[config.mk]
export PLATFORM = sky130hd
export DESIGN_NAME = instr_sequencer_flat
export DESIGN_NICKNAME = d
export VERILOG_FILES = /design/src/rtl/instr_sequencer_pkg.sv /design/src/rtl/instr_sequencer_if.sv /design/src/rtl/instr_sequencer_lsm_mask_walker.sv /design/src/rtl/instr_sequencer.sv /design/src/flat_wrapper.sv
export SDC_FILE = /design/constraint.sdc
export NUM_CORES = 1
export LEC_CHECK = 0
export ABC_AREA = 1
export CAP_MARGIN = 20
export CORE_MARGIN = 4
export CORE_UTILIZATION = 54
export DETAILED_ROUTE_END_ITERATION = 10
export GPL_ROUTABILITY_DRIVEN = 0
export PLACE_DENSITY = 0.84
export SETUP_SLACK_MARGIN = 0.02
export SLEW_MARGIN = 20
export SYNTH_ARGS = -nofsm -noshare
export SYNTH_HDL_FRONTEND = slang
export SYNTH_SLANG_ARGS = --single-unit
[constraint.sdc]
create_clock -name clk -period 4.05 [get_ports clk]
set_clock_uncertainty 0.15 [all_clocks]
set_input_delay 0.6075 -clock clk [delete_from_list [all_inputs] [get_ports clk]]
set_output_delay 0.6075 -clock clk [all_outputs]
set_load 0.1 [all_outputs]
[src/rtl/instr_sequencer_pkg.sv]
// Shared encodings for the multicycle core sequencer and its control decoder.
package instr_sequencer_pkg;

    localparam int unsigned SEQ_STATE_W = 5;
    localparam int unsigned SEQ_MASK_W  = 8;

    typedef enum logic [SEQ_STATE_W-1:0] {
        S_FETCH    = 5'd0,
        S_DECODE   = 5'd1,
        S_ALU_RR   = 5'd2,
        S_WB_RC    = 5'd3,
        S_ALU_IMM  = 5'd4,
        S_WB_RB    = 5'd5,
        S_LHI_WB   = 5'd6,
        S_ADDR     = 5'd7,
        S_MEM_RD   = 5'd8,
        S_WB_LW    = 5'd9,
        S_MEM_WR   = 5'd10,
        S_BEQ_CMP  = 5'd11,
        S_BEQ_TAKE = 5'd12,
        S_JAL_LINK = 5'd13,
        S_JAL_TGT  = 5'd14,
        S_JLR_TGT  = 5'd15,
        S_LSM_INIT = 5'd16,
        S_LM_RD    = 5'd17,
        S_LM_WB    = 5'd18,
        S_SM_WR    = 5'd19,
        S_HALT     = 5'd20
    } state_e;

    localparam logic [3:0] OP_ADD = 4'b0000;
    localparam logic [3:0] OP_ADI = 4'b0001;
    localparam logic [3:0] OP_NDU = 4'b0010;
    localparam logic [3:0] OP_LHI = 4'b0011;
    localparam logic [3:0] OP_LW  = 4'b0100;
    localparam logic [3:0] OP_SW  = 4'b0101;
    localparam logic [3:0] OP_LM  = 4'b0110;
    localparam logic [3:0] OP_SM  = 4'b0111;
    localparam logic [3:0] OP_JAL = 4'b1000;
    localparam logic [3:0] OP_JLR = 4'b1001;
    localparam logic [3:0] OP_BEQ = 4'b1100;
    localparam logic [3:0] OP_HLT = 4'b1111;

    localparam logic [1:0] CZ_ALWAYS = 2'b00;
    localparam logic [1:0] CZ_ZERO   = 2'b01;
    localparam logic [1:0] CZ_CARRY  = 2'b10;
    localparam logic [1:0] CZ_RSVD   = 2'b11;

endpackage

[src/rtl/instr_sequencer_if.sv]
// Sequencer <-> datapath signal bundle; master is the datapath side.
interface instr_sequencer_if #(
    parameter int unsigned STATE_W = 5
);
    logic [15:0]        ir;
    logic               compare;
    logic               carry_flag;
    logic               zero_flag;
    logic               mem_ready;
    logic [STATE_W-1:0] state_id;
    logic [2:0]         lsm_reg_idx;
    logic               lsm_addr_inc;
    logic               instr_done;
    logic               halted;
    logic               illegal;

    modport master (
        output ir, compare, carry_flag, zero_flag, mem_ready,
        input  state_id, lsm_reg_idx, lsm_addr_inc, instr_done, halted, illegal
    );

    modport slave (
        input  ir, compare, carry_flag, zero_flag, mem_ready,
        output state_id, lsm_reg_idx, lsm_addr_inc, instr_done, halted, illegal
    );
endinterface

[src/rtl/instr_sequencer_lsm_mask_walker.sv]
// LM/SM register-mask walker: holds the live mask and presents its lowest set bit.
module lsm_mask_walker #(
    parameter int unsigned MASK_W = 8,
    parameter int unsigned IDX_W  = $clog2(MASK_W)
) (
    input  logic              clk,
    input  logic              rst_n,
    input  logic              load_i,
    input  logic [MASK_W-1:0] load_mask_i,
    input  logic              advance_i,
    output logic [IDX_W-1:0]  idx_o,
    output logic              empty_o,
    output logic              last_o
);
    logic [MASK_W-1:0] mask_q, mask_d, remain;
    logic [IDX_W-1:0]  idx_q, idx_d;

    assign remain = mask_q & ~(MASK_W'(1) << idx_q);

    always_comb begin
        mask_d = mask_q;
        if (load_i) begin
            mask_d = load_mask_i;
        end else if (advance_i) begin
            mask_d = remain;
        end
    end

    // Index is encoded from the next mask so it registers alongside it.
    always_comb begin
        idx_d = '0;
        for (int unsigned i = MASK_W; i > 0; i--) begin
            if (mask_d[i-1]) idx_d = IDX_W'(i - 1);
        end
    end

    always_ff @(posedge clk or negedge rst_n) begin
        if (!rst_n) begin
            mask_q <= '0;
            idx_q  <= '0;
        end else begin
            mask_q <= mask_d;
            idx_q  <= idx_d;
        end
    end

    assign idx_o   = idx_q;
    assign empty_o = (mask_q == '0);
    assign last_o  = (remain == '0);

endmodule

[src/rtl/instr_sequencer.sv]
// Next-state engine of the multicycle 16-bit RISC core: emits the state number
// consumed by the control decoder, walks LM/SM masks and latches halt/illegal.
module instr_sequencer
    import instr_sequencer_pkg::*;
#(
    parameter int unsigned STATE_W = SEQ_STATE_W,
    parameter int unsigned MASK_W  = SEQ_MASK_W
) (
    input  logic             clk,
    input  logic             rst_n,
    instr_sequencer_if.slave bus
);
    localparam int unsigned IDX_W = $clog2(MASK_W);

    state_e             state_q, state_d;
    logic               lsm_load, lsm_advance, set_illegal;
    logic               lsm_empty, lsm_last;
    logic [IDX_W-1:0]   lsm_idx;
    logic               done_q, inc_q, halted_q, illegal_q;
    logic [3:0]         opcode;
    logic [1:0]         cz;
    logic               unused_ir;

    assign opcode    = bus.ir[15:12];
    assign cz        = bus.ir[1:0];
    assign unused_ir = ^bus.ir[11:8];

    lsm_mask_walker #(
        .MASK_W (MASK_W),
        .IDX_W  (IDX_W)
    ) u_walker (
        .clk         (clk),
        .rst_n       (rst_n),
        .load_i      (lsm_load),
        .load_mask_i (bus.ir[MASK_W-1:0]),
        .advance_i   (lsm_advance),
        .idx_o       (lsm_idx),
        .empty_o     (lsm_empty),
        .last_o      (lsm_last)
    );

    always_comb begin
        state_d     = state_q;
        lsm_load    = 1'b0;
        lsm_advance = 1'b0;
        set_illegal = 1'b0;
        case (state_q)
            S_FETCH:  if (bus.mem_ready) state_d = S_DECODE;
            S_DECODE: begin
                case (opcode)
                    OP_ADD, OP_NDU: begin
                        case (cz)
                            CZ_ALWAYS: state_d = S_ALU_RR;
                            CZ_CARRY:  state_d = bus.carry_flag ? S_ALU_RR : S_FETCH;
                            CZ_ZERO:   state_d = bus.zero_flag  ? S_ALU_RR : S_FETCH;
                            default: begin
                                state_d     = S_HALT;
                                set_illegal = 1'b1;
                            end
                        endcase
                    end
                    OP_ADI:         state_d = S_ALU_IMM;
                    OP_LHI:         state_d = S_LHI_WB;
                    OP_LW, OP_SW:   state_d = S_ADDR;
                    OP_BEQ:         state_d = S_BEQ_CMP;
                    OP_JAL, OP_JLR: state_d = S_JAL_LINK;
                    OP_LM, OP_SM:   state_d = S_LSM_INIT;
                    OP_HLT:         state_d = S_HALT;
                    default: begin
                        state_d     = S_HALT;
                        set_illegal = 1'b1;
                    end
                endcase
            end
            S_ALU_RR:   state_d = S_WB_RC;
            S_WB_RC:    state_d = S_FETCH;
            S_ALU_IMM:  state_d = S_WB_RB;
            S_WB_RB:    state_d = S_FETCH;
            S_LHI_WB:   state_d = S_FETCH;
            S_ADDR:     state_d = (opcode == OP_LW) ? S_MEM_RD : S_MEM_WR;
            S_MEM_RD:   if (bus.mem_ready) state_d = S_WB_LW;
            S_WB_LW:    state_d = S_FETCH;
            S_MEM_WR:   if (bus.mem_ready) state_d = S_FETCH;
            S_BEQ_CMP:  state_d = bus.compare ? S_BEQ_TAKE : S_FETCH;
            S_BEQ_TAKE: state_d = S_FETCH;
            S_JAL_LINK: state_d = (opcode == OP_JAL) ? S_JAL_TGT : S_JLR_TGT;
            S_JAL_TGT:  state_d = S_FETCH;
            S_JLR_TGT:  state_d = S_FETCH;
            S_LSM_INIT: begin
                lsm_load = 1'b1;
                if (bus.ir[MASK_W-1:0] == '0) state_d = S_FETCH;
                else state_d = (opcode == OP_LM) ? S_LM_RD : S_SM_WR;
            end
            // An empty mask here is unreachable; bail to FETCH rather than wedge.
            S_LM_RD: begin
                if (lsm_empty) state_d = S_FETCH;
                else if (bus.mem_ready) state_d = S_LM_WB;
            end
            S_LM_WB: begin
                lsm_advance = 1'b1;
                state_d     = lsm_last ? S_FETCH : S_LM_RD;
            end
            S_SM_WR: begin
                if (lsm_empty) begin
                    state_d = S_FETCH;
                end else if (bus.mem_ready) begin
                    lsm_advance = 1'b1;
                    state_d     = lsm_last ? S_FETCH : S_SM_WR;
                end
            end
            S_HALT:  state_d = S_HALT;
            default: state_d = S_FETCH;
        endcase
    end

    always_ff @(posedge clk or negedge rst_n) begin
        if (!rst_n) begin
            state_q   <= S_FETCH;
            done_q    <= 1'b0;
            inc_q     <= 1'b0;
            halted_q  <= 1'b0;
            illegal_q <= 1'b0;
        end else begin
            state_q   <= state_d;
            done_q    <= (state_d == S_FETCH) && (state_q != S_FETCH) && (state_q != S_HALT);
            inc_q     <= lsm_advance;
            halted_q  <= halted_q | (state_d == S_HALT);
            illegal_q <= illegal_q | set_illegal;
        end
    end

    assign bus.state_id     = STATE_W'(state_q);
    assign bus.lsm_reg_idx  = 3'(lsm_idx);
    assign bus.lsm_addr_inc = inc_q;
    assign bus.instr_done   = done_q;
    assign bus.halted       = halted_q;
    assign bus.illegal      = illegal_q;

endmodule

[src/flat_wrapper.sv]
// flat-port wrapper written by rule: the top's interface ports become plain ports
module instr_sequencer_flat import instr_sequencer_pkg::*;
#(
    parameter int unsigned STATE_W = SEQ_STATE_W,
    parameter int unsigned MASK_W  = SEQ_MASK_W
)
  (clk, rst_n, bus_ir, bus_compare, bus_carry_flag, bus_zero_flag, bus_mem_ready, bus_state_id, bus_lsm_reg_idx, bus_lsm_addr_inc, bus_instr_done, bus_halted, bus_illegal);
  instr_sequencer_if #(.STATE_W(STATE_W)) bus_i ();
  input  logic clk;
  input  logic rst_n;
  input wire logic [$bits(bus_i.ir)-1:0] bus_ir;
  input wire logic [$bits(bus_i.compare)-1:0] bus_compare;
  input wire logic [$bits(bus_i.carry_flag)-1:0] bus_carry_flag;
  input wire logic [$bits(bus_i.zero_flag)-1:0] bus_zero_flag;
  input wire logic [$bits(bus_i.mem_ready)-1:0] bus_mem_ready;
  output wire logic [$bits(bus_i.state_id)-1:0] bus_state_id;
  output wire logic [$bits(bus_i.lsm_reg_idx)-1:0] bus_lsm_reg_idx;
  output wire logic [$bits(bus_i.lsm_addr_inc)-1:0] bus_lsm_addr_inc;
  output wire logic [$bits(bus_i.instr_done)-1:0] bus_instr_done;
  output wire logic [$bits(bus_i.halted)-1:0] bus_halted;
  output wire logic [$bits(bus_i.illegal)-1:0] bus_illegal;
  assign bus_i.ir = bus_ir;
  assign bus_i.compare = bus_compare;
  assign bus_i.carry_flag = bus_carry_flag;
  assign bus_i.zero_flag = bus_zero_flag;
  assign bus_i.mem_ready = bus_mem_ready;
  assign bus_state_id = bus_i.state_id;
  assign bus_lsm_reg_idx = bus_i.lsm_reg_idx;
  assign bus_lsm_addr_inc = bus_i.lsm_addr_inc;
  assign bus_instr_done = bus_i.instr_done;
  assign bus_halted = bus_i.halted;
  assign bus_illegal = bus_i.illegal;
  instr_sequencer #(.STATE_W(STATE_W), .MASK_W(MASK_W)) u_core (.clk(clk), .rst_n(rst_n), .bus(bus_i));
endmodule
* Word level (Yosys, flattened, before mapping)
Index checks and enable logic that the tools add are counted.
Storage, ports and cells: register bits 20, input bits 22, output and inout port bits 12
Cells by class: equal/unequal tests 28, shift-type cells 1, mux-type cells 36, bitwise operators 4, reduce and logical (&&, ||, !) cells 16
Operators with widths (number):
- case mux 5 bit (14 select lines) | 1
- 2-to-1 mux 5 bit | 10
- case mux 5 bit (7 select lines) | 1
- == test 5 bit (second input constant) | 6
- zero test 8 bit | 3
- 2-to-1 mux 3 bit | 8
- == test 5 x 4 -> 1 bit (second input constant) | 4
- == test 4 x 3 -> 1 bit (second input constant) | 4
- == test 4 bit (second input constant) | 4
- 2-to-1 mux 8 bit | 2
- case mux 5 bit (3 select lines) | 1
- == test 5 x 3 -> 1 bit (second input constant) | 2
- zero test 5 bit | 2
- OR reduction 10 bit | 1
- AND 8 bit | 1
- == test 4 x 2 -> 1 bit (second input constant) | 2
- 2-to-1 mux 2 bit | 4
- inverter 8 bit | 1
- OR reduction 2 bit | 4
- left shift 1 x 3 -> 8 bit (first input constant) | 1
- 2-to-1 mux 1 bit | 6
- == test 5 x 1 -> 1 bit (second input constant) | 1
- == test 5 x 2 -> 1 bit (second input constant) | 1
- inequality test 5 bit (second input constant) | 1
- other kinds (11) | 14

* Logic depth before layout (Yosys ltp)
Gate-level depths: netlist of run 1.
depth in word-level cells 13, depth in mapped cells 15

* Modules after synthesis
A second synthesis of run 1 with hierarchy kept.
Second synthesis, totals: cell total of the unflattened synthesis 252, area total of the unflattened synthesis 1601.5 um^2
By module, submodules not included:
- instr_sequencer | times used 1, cells each 167, area an instance 950.9 um^2
- lsm_mask_walker | times used 1, cells each 85, area an instance 650.6 um^2

* Worst setup path before layout of run 1
OpenSTA, ideal clock, no wires.
path kind reg2reg, start reg u_core.state_q[1] (netlist: u_core.bus.state_id[1]), end reg u_core.u_walker.idx_q[0] (netlist: u_core.u_walker.idx_o[0]), arrival time 2.066 ns, data required time 3.775 ns, setup slack 1.708 ns, cell stages (with the launch flop) 16, buffers on the path 0, cell sequence dfrtp_1 nand2_1 inv_1 nand3_1 nor2_1 nand2_1 nand2_4 nand2_1 nand2_1 nand2_1 nand2_1 nand2_1 nand2_1 nand2_1 nand2_1 a21oi_2
Between the ends: longest elaborated chain between the ends 12, elaborated cells between the ends (all ways) 15, classes of those cells eq/ne (3); mux (12)
RTL lines:
- start, declared | line instr_sequencer.sv:15 | state_e state_q, state_d;
- start signal, assigned | line instr_sequencer.sv:124 | state_q <= state_d;
- == test 5 bit | line instr_sequencer.sv:47 | case (state_q)
- case mux 1 bit (2 select lines) (*) | line instr_sequencer.sv:47
- via u_core.lsm_advance | line instr_sequencer.sv:16 | logic lsm_load, lsm_advance, set_illegal;
- 2-to-1 mux 8 bit (*) | line instr_sequencer_lsm_mask_walker.sv:24 | end else if (advance_i) begin
- 2-to-1 mux 8 bit (*) | line instr_sequencer_lsm_mask_walker.sv:22 | if (load_i) begin
- via u_core.u_walker.mask_d[7] | line instr_sequencer_lsm_mask_walker.sv:15 | logic [MASK_W-1:0] mask_q, mask_d, remain;
- 2-to-1 mux 3 bit (*) (8 in a row) | line instr_sequencer_lsm_mask_walker.sv:33 | if (mask_d[i-1]) idx_d = IDX_W'(i - 1);
- via u_core.u_walker.idx_d[0] | line instr_sequencer_lsm_mask_walker.sv:16 | logic [IDX_W-1:0] idx_q, idx_d;
- end signal, assigned | line instr_sequencer_lsm_mask_walker.sv:43 | idx_q <= idx_d;
- end, declared | line instr_sequencer_lsm_mask_walker.sv:16
The timed path passes the listed nets; every way through them passes the cells marked *.

* Worst setup path after layout of run 1
start reg u_core.u_walker.idx_q[2] (netlist: u_core.u_walker.idx_o[2]), end out bus_lsm_reg_idx[2]
RTL lines:
- end, declared | line flat_wrapper.sv:17 | output wire logic [$bits(bus_i.lsm_reg_idx)-1:0] bus_lsm_reg_idx;
No word-level cell between the ends.

==> results of run 1 <==
[layout make-up]
type / count / area (um^2) / area share (%)
clock inverters: 1 / 30.03 / 1.611
multi-input cells: 154 / 814.5 / 43.69
clock buffers: 3 / 22.52 / 1.208
repair buffers: 29 / 290.3 / 15.57
well taps: 30 / 37.54 / 2.013
flip-flops and latches: 20 / 500.5 / 26.85
inverters: 45 / 168.9 / 9.060
[synthesized netlist by cell type (2+ instances only)]
cell       instances
nor2_1            31
inv_1             42
a21oi_1            3
dfrtp_1           20
nand3_1           18
o31ai_1            2
nor3_1             3
nand2_4            2
o21ai_4            2
a211oi_1           3
a31oi_1            2
o21ai_0            7
o21ai_1            4
nand4_1            8
nand2_2            3
o2111ai_1          2
o211ai_1           4
nand2_1           45
inv_2              3
[how the worst min path moves through the flow]
stage / cells past startpoint / startpoint / slack, ps / to
final: 1 / u_core.bus.halted$_DFF_PN0_ / 330 / u_core.bus.halted$_DFF_PN0_
after global routing: 1 / u_core.bus.halted$_DFF_PN0_ / 360 / u_core.bus.halted$_DFF_PN0_
after CTS: 1 / u_core.bus.halted$_DFF_PN0_ / 330 / u_core.bus.halted$_DFF_PN0_
after detailed placement: 1 / u_core.bus.halted$_DFF_PN0_ / 310 / u_core.bus.halted$_DFF_PN0_
after global placement: 1 / u_core.bus.halted$_DFF_PN0_ / 290 / u_core.bus.halted$_DFF_PN0_
after floorplan: 0 / rst_n / 160 / u_core.bus.halted$_DFF_PN0_
[metrics by stage]
stage,cells,hold slack [ps],setup WS [ps]
final,282,329.6,1308
after global routing,282,360.4,1220
after CTS,282,334.3,1295
after detailed placement,278,307.0,1467
after global placement,278,288.4,1479
after floorplan,220,161.9,1708
[per-layer routing]
layer | vias to the layer above | GRT usage [%] | routed length [um]
li1 | 786 | - | -
met1 | 689 | 29.30 | 1675
met2 | 52 | 33.74 | 1581
met3 | 4 | 2.766 | 180
met4 | 0 | 5.573 | 8
met5 | - | 0 | 0
[power by group]
group          switching, mW  internal (mW)  total (mW)
logic                  0.569          0.219       0.788
registers             0.0673          0.262       0.330
clock network         0.0644          0.100       0.164
[registers in the layout, indices dropped and copies added, names as in the netlist]
register / flops
u_core.bus.halted: 1
u_core.bus.illegal: 1
u_core.bus.instr_done: 1
u_core.bus.lsm_addr_inc: 1
u_core.bus.state_id: 5
u_core.u_walker.idx_o: 3
u_core.u_walker.mask_q: 8
[cells by family after synthesis]
group           share of synthesized area (%)
compound gates                          19.83
flops                                   33.47
buf+inv                                 12.05
simple gates                            34.65
==> results.cfg, run 1 <==
[run_status]
status = completed

[timing]
tightestPinTransition_ps = 980.9
timing.setup.tns_ps = 0
drv_slew = 0
hold_viol_final = 0
fmax_mhz = 364.7
period_minus_slack_ps = 2742
setup_viol = 0
relSlewSlack_pct = 34.40
finalCritPeriodShare_pct = 67.70
rsz0062_at_grt = no

[routing]
vias = 1531
drt-pass1-iter-count = 5
wire_per_inst_um = 12.22
viasPerCell = 5.429
wl_mm = 3.446
drc = 0
drtAntennaViolNets = 0
drt_iter0_drc = 103

[grt]
grt-ovfl-total = 0
antenna_found_initial = 0
grt_pass1_wl_mm = 5.913
grt_usage_pct = 20.84
grt_pass1_vias = 1402
grt_max_degree = 21

[yosys]
yosysUniqueCellTypes = 35
ys_async_sr_fraction_pct = 100.0
ys_warn_count = 0
synth.avg_cell_area_um2 = 6.796
yosysTopAreaCellShare_pct = 33.47
synth-seq-cells = 20
synth-edff-count = 0
synth_area_leaders = dfrtp_1, nand2_1, inv_1
synth-seq-area-share_pct = 33.47
synth_nets = 242
synth_top_flop_cell = dfrtp_1
syn_area_um2 = 1495
yosys.area.top_type = dfrtp_1
syn_inst = 220

[power_and_ir_drop]
pwr_density_cell_nw_per_um2 = 687.9
ir_drop_v = 0.0005542
total_power_mw = 1.282
leakagePower_nw = 0.9153

[cells_and_area]
fin_util_pct = 72.61
final_common_cell = nand2_1
fillers = 231
antenna_cells = 0
final_layout_size_suffix_gt1_share_pct = 8.730
final_cell_mix = nand2_1, inv_1, nor2_1
final_nets = 275
final_area_um2 = 1864
syn_to_final_growth_pct = 24.69

[clock_tree]
cts.sinks = 20
cts_tree = done
clock_latency_ps = 310
cts_buffers = 3
clk_pin_slew_ps = 120
post_cts_buffers = 0
clockBufferDepth = 2
htreeDepth = 1
cts_repair_resize_count = 0
root_buffer = clkbuf_4
holdBufCountCts = 0

[hold_path]
holdCritPathClass = flop to flop

[job]
cap_viol_max_count = 0

[worst_setup_path]
required_ps = 3290
crit_end = bus_lsm_reg_idx[2]
reg2regPathDepth = 11
crit_family = buffers and inverters
path_class = flop to primary output
crit_cells = 1
slowest_stage = clkdlybuf4s50_1
cp-start-kind = flop
crit_path_start = u_core.u_walker.idx_o[2]$_DFF_PN0_
cp_data_arrival_time_ps = 1980
path_buf_inv = 1
cpPeakStageDelay_ps = 1180
crit_fanout = 7
endpoint_kind = primary output
rr_startpoint = u_core.bus.state_id[1]$_DFF_PN0_
ff2ff_setup_slack_ps = 1920
path_cells = clkdlybuf4s50_1
r2r-end = u_core.u_walker.idx_o[0]$_DFF_PN0_

[floorplanning]
io_pins = 34
die_height_um = 60.62
rows = 18
die_w_um = 60.62
fp.coreArea_um2 = 2567
die_area_um2 = 3675
initial_core_util_pct = 58.24

[placed_design]
hpwl_mm = 2.733
io_buffers = 29
placed_area_um2 = 1812
Note: power is estimated with default switching activity, not from simulation.
==> run 2: changes to the inputs <==
--- a/config.mk
+++ b/config.mk
@@ -8,10 +8,10 @@
 export ABC_AREA = 1
 export CAP_MARGIN = 20
 export CORE_MARGIN = 4
-export CORE_UTILIZATION = 54
+export CORE_UTILIZATION = 50
 export DETAILED_ROUTE_END_ITERATION = 10
 export GPL_ROUTABILITY_DRIVEN = 0
-export PLACE_DENSITY = 0.84
+export PLACE_DENSITY = 0.79
 export SETUP_SLACK_MARGIN = 0.02
 export SLEW_MARGIN = 20
 export SYNTH_ARGS = -nofsm -noshare
==> constraint.sdc (replaced) <==
create_clock -name clk -period 2.7 [get_ports clk]
set_clock_uncertainty 0.15 [all_clocks]
set_input_delay 0.405 -clock clk [delete_from_list [all_inputs] [get_ports clk]]
set_output_delay 0.405 -clock clk [all_outputs]
set_load 0.1 [all_outputs]
==> results.cfg, run 2 (same netlist as run 1, synthesis figures left out) <==
[power_and_ir_drop]
pwr-share-seq_pct = 25.8
p_sw_share_pct = 55.53
leakagePower_nw = 0.9365
p_clk_share_pct = 13.2
combPwrFrac_pct = 61.0
internal-power_mw = 0.8556
pwr_density_cell_nw_per_um2 = 1044
ir_drop_v = 0.0005891
p_sw_mw = 1.069
total_power_mw = 1.924

[clock_tree]
cts_repair_resize_count = 0
cts.sinks = 20
cts_buffers = 3
holdBufCountCts = 0
clockBufferDepth = 2
clk_pin_slew_ps = 120
root_buffer = clkbuf_4
post_cts_buffers = 0
clock_latency_ps = 320
htreeDepth = 1
cts_tree = done

[worst_setup_path]
rr_startpoint = u_core.bus.state_id[1]$_DFF_PN0_
r2r-end = u_core.u_walker.idx_o[0]$_DFF_PN0_
cp-start-kind = flop
endpoint_kind = flop
reg2regPathDepth = 11
path_class = flop to flop
cp_data_arrival_time_ps = 2270
required_ps = 2800
crit_end = u_core.u_walker.idx_o[0]$_DFF_PN0_
ff2ff_setup_slack_ps = 540
crit_fanout = 16
crit_path_start = u_core.bus.state_id[1]$_DFF_PN0_

[run_status]
status = completed

[routing]
drc = 0
wl_mm = 3.662
viasPerCell = 5.437
vias = 1544
drtAntennaViolNets = 0
wire_per_inst_um = 12.89
drt_iter0_drc = 59
drt-pass1-iter-count = 4

[cells_and_area]
final_layout_size_suffix_gt1_share_pct = 13.83
largest_reg_flops = 8
top_register = u_core.u_walker.mask_q
final_nets = 276
final_area_um2 = 1843
syn_to_final_growth_pct = 23.26
final_cells = 284
antenna_cells = 0
fillers = 253
final_cell_mix = nand2_1, inv_1, nor2_1
final_common_cell = nand2_1

[grt]
grt-ovfl-total = 0
grt_pass1_vias = 1443
grt_usage_pct = 19.23
antenna_found_initial = 0
grt_pass1_wl_mm = 6.210
grt_max_degree = 21

[timing]
relSlewSlack_pct = 70.05
rsz0062_at_grt = no
finalCritPeriodShare_pct = 80.18
setup_viol = 0
tightestPinTransition_ps = 445.8
hold_viol_final = 0
timing.setup.tns_ps = 0
drv_slew = 0
period_minus_slack_ps = 2165
fmax_mhz = 461.9

[placed_design]
io_buffers = 29
placed_area_um2 = 1790
dpl.cell_count = 280
hpwl_mm = 2.889

[hold_path]
holdCritPathClass = input port to asynchronous set/reset pin

[floorplanning]
die_area_um2 = 3929
die_w_um = 62.69
fp.coreArea_um2 = 2805
rows = 19
die_height_um = 62.69
initial_core_util_pct = 53.30
io_pins = 34

[job]
cap_viol_max_count = 0
-- run 2: changes by cell type in the layout (fill, tap and decap cells not counted) --
cell             change
buf_4               +13
clkdlybuf4s50_1     -12
-- run 2: layout make-up --
| cell class | count | area (um^2) | share of cell area [%] |
|---|---|---|---|
| Timing Repair Buffer | 30 | 267.8 | 14.53 |
| Clock buffer | 3 | 22.52 | 1.222 |
| Tap cell | 31 | 38.79 | 2.105 |
| Multi-Input combinational cell | 154 | 814.5 | 44.20 |
| Inverter | 45 | 168.9 | 9.165 |
| Sequential cell | 20 | 500.5 | 27.16 |
| Clock inverter | 1 | 30.03 | 1.629 |
-- run 2: routing by layer --
layer  part of all wire, %  vias up  track usage (%)
met1                    50      705            26.32
met5                     0        -                0
met3                   4.0        7            2.878
met2                    45       45            30.76
met4                   1.8        0            6.887
li1                      -      787                -
-- run 2: stage by stage --
stage | util (%) | hold WS [ps] | setup slack [ps]
floorplan | - | -40.59 | 358.1
global placement | 63.83 | 291.1 | 324.1
detailed placement | 63.83 | 300.8 | 316.2
CTS | 65.70 | 267.8 | 582.7
global route | 65.70 | 276.2 | 348.2
finish | 65.70 | 256.9 | 535.1
-- run 2: critical path: stages, from the launching register on --
cell	delay [ps]
dfrtp_1	480
nor2_1	340
nand2_2	310
nand2_1	130
inv_1	80
a21oi_4	160
nand2_1	90
nand2_1	70
nand2_1	60
nand2_1	60
nand2_1	60
a21oi_2	120
-- run 2: power by group through the flow --
stage               Sequential, mW  Combinational [mW]  Clock [mW]
detailed placement           0.500                1.16           0
global placement             0.502                1.15           0
floorplan                    0.853               0.551           0
global route                 0.510                1.28       0.271
CTS                          0.494                1.17       0.258
finish                       0.496                1.17       0.255
-- run 2: worst min-delay path by stage --
stage	start	to	cells after the start
global route	rst_n	u_core.u_walker.idx_o[1]$_DFF_PN0_	2
floorplan	rst_n	u_core.bus.halted$_DFF_PN0_	0
CTS	rst_n	u_core.u_walker.idx_o[1]$_DFF_PN0_	2
global placement	u_core.bus.halted$_DFF_PN0_	u_core.bus.halted$_DFF_PN0_	1
finish	rst_n	u_core.u_walker.idx_o[1]$_DFF_PN0_	2
detailed placement	u_core.bus.halted$_DFF_PN0_	u_core.bus.halted$_DFF_PN0_	1
==> run 3: changes to the inputs <==
--- a/config.mk
+++ b/config.mk
@@ -8,10 +8,10 @@
 export ABC_AREA = 1
 export CAP_MARGIN = 20
 export CORE_MARGIN = 4
-export CORE_UTILIZATION = 50
+export CORE_UTILIZATION = 45
 export DETAILED_ROUTE_END_ITERATION = 10
 export GPL_ROUTABILITY_DRIVEN = 0
-export PLACE_DENSITY = 0.79
+export PLACE_DENSITY = 0.75
 export SETUP_SLACK_MARGIN = 0.02
 export SLEW_MARGIN = 20
 export SYNTH_ARGS = -nofsm -noshare
==> constraint.sdc (replaced) <==
create_clock -name clk -period 1.8 [get_ports clk]
set_clock_uncertainty 0.15 [all_clocks]
set_input_delay 0.27 -clock clk [delete_from_list [all_inputs] [get_ports clk]]
set_output_delay 0.27 -clock clk [all_outputs]
set_load 0.1 [all_outputs]
==> results.cfg, run 3 (same netlist as run 1, synthesis figures left out) <==
[timing]
relSlewSlack_pct = 77.36
finalCritPeriodShare_pct = 109.6
drv_slew = 0
rsz0062_at_grt = yes
setup_ws_ps = -173.0
setup_viol = 8
tightestPinTransition_ps = 338.3
hold_viol_final = 0
fmax_mhz = 506.8
period_minus_slack_ps = 1973
timing.setup.tns_ps = -759.9
hold_slack_ps = 136.5

[worst_setup_path]
required_ps = 1870
endpoint_kind = flop
cp-start-kind = flop
crit_fanout = 8
cp_data_arrival_time_ps = 2050
ff2ff_setup_slack_ps = -170
path_class = flop to flop

[clock_tree]
root_buffer = clkbuf_4
cts_buffers = 3
cts_tree = done
cts.sinks = 20
clockBufferDepth = 2
holdBufCountCts = 0
clk_pin_slew_ps = 120
clock_latency_ps = 310
htreeDepth = 1

[hold_path]
holdCritPathClass = input port to asynchronous set/reset pin

[floorplanning]
die_height_um = 65.64
die_w_um = 65.64
io_pins = 34
initial_core_util_pct = 47.80
fp.coreArea_um2 = 3128
die_area_um2 = 4309
rows = 20

[placed_design]
hpwl_mm = 3.517
place_ws_ps = -484.4
dpl.cell_count = 339
placed_area_um2 = 2361
io_buffers = 29

[grt]
grt_max_degree = 21
antenna_found_initial = 0
grt_pass1_wl_mm = 7.631
grt_pass1_vias = 1694
grt-ovfl-total = 0
grt_usage_pct = 22.68

[routing]
drt-pass1-iter-count = 5
wire_per_inst_um = 15.75
wl_mm = 5.592
drtAntennaViolNets = 0
drt_iter0_drc = 150
drc = 0
vias = 1974
viasPerCell = 5.561

[power_and_ir_drop]
leakagePower_nw = 1.281
pwr_density_cell_nw_per_um2 = 1563
ir_drop_v = 0.001006
total_power_mw = 4.151

[cells_and_area]
top_register = u_core.u_walker.mask_q
largest_reg_flops = 8
antenna_cells = 0
final_nets = 334
fin_util_pct = 84.92
fillers = 181
final_area_um2 = 2656
final_common_cell = buf_4
final_cells = 355
final_layout_size_suffix_gt1_share_pct = 47.59
syn_to_final_growth_pct = 77.66
final_cell_mix = buf_4, nand2_1, inv_1

[run_status]
status = finished with violations
violations = setup timing

[job]
cap_viol_max_count = 0
## run 3: cell types whose count changed in the layout (fill, tap and decap cells not counted), sizes merged
cell and delta:
buf +58, clkdlybuf4s50 -1, dlygate4sd2 +1
## run 3: report_power, final
group,switching [mW],internal [mW],total (mW)
Sequential,0.192,0.630,0.822
Combinational,1.74,1.21,2.95
Clock,0.153,0.225,0.379
Total,2.09,2.06,4.15
## run 3: per-layer routing
layer	vias up	wire [um]	share of wire [%]	GRT usage [%]
met2	139	2713	49	38.80
li1	911	-	-	-
met5	-	0	0	0
met4	0	206	3.7	2.332
met3	20	456	8.2	3.077
met1	904	2216	40	31.28
## run 3: worst max-delay path: stages (launching register included)
cell,delay [ps]
dfrtp_4,510
nor2_4,160
nand2_2,90
inv_2,120
nand2_2,90
nand2_4,140
nand2_1,100
nand2_2,80
nand2_1,60
nand2_1,60
nand2_1,50
nand2_1,90
nand2_1,70
nand2_2,70
a21oi_2,50
## run 3: path summary, 6_finish.rpt
check                           cells after the start                                   to                             start
max in group asynchronous                           2     u_core.bus.state_id[0]$_DFF_PN0_                             rst_n
worst min register to register                      1          u_core.bus.halted$_DFF_PN0_       u_core.bus.halted$_DFF_PN0_
worst max register to register                     14   u_core.u_walker.idx_o[0]$_DFF_PN0_  u_core.bus.state_id[2]$_DFF_PN0_
worst min-delay path                                2  u_core.u_walker.mask_q[5]$_DFF_PN0_                             rst_n
worst max-delay path                               14   u_core.u_walker.idx_o[0]$_DFF_PN0_  u_core.bus.state_id[2]$_DFF_PN0_
min in group clk                                    1          u_core.bus.halted$_DFF_PN0_       u_core.bus.halted$_DFF_PN0_
## run 3: cell type report
class / count / area, um^2 / share of cell area [%]
well taps: 44 / 55.05 / 2.073
inverters: 45 / 171.4 / 6.453
clock buffers: 3 / 22.52 / 0.8479
multi-input cells: 154 / 987.2 / 37.16
repair buffers: 88 / 859.6 / 32.36
clock inverters: 1 / 30.03 / 1.130
flip-flops and latches: 20 / 530.5 / 19.97
## run 3: timing repair
action / CTS / global route
endpoints found under the setup margin: 5 / 12
pin swaps: 11 / 17
cloned: 0 / 0
gates resized for setup: 21 / 37
buffers inserted: 8 / 5
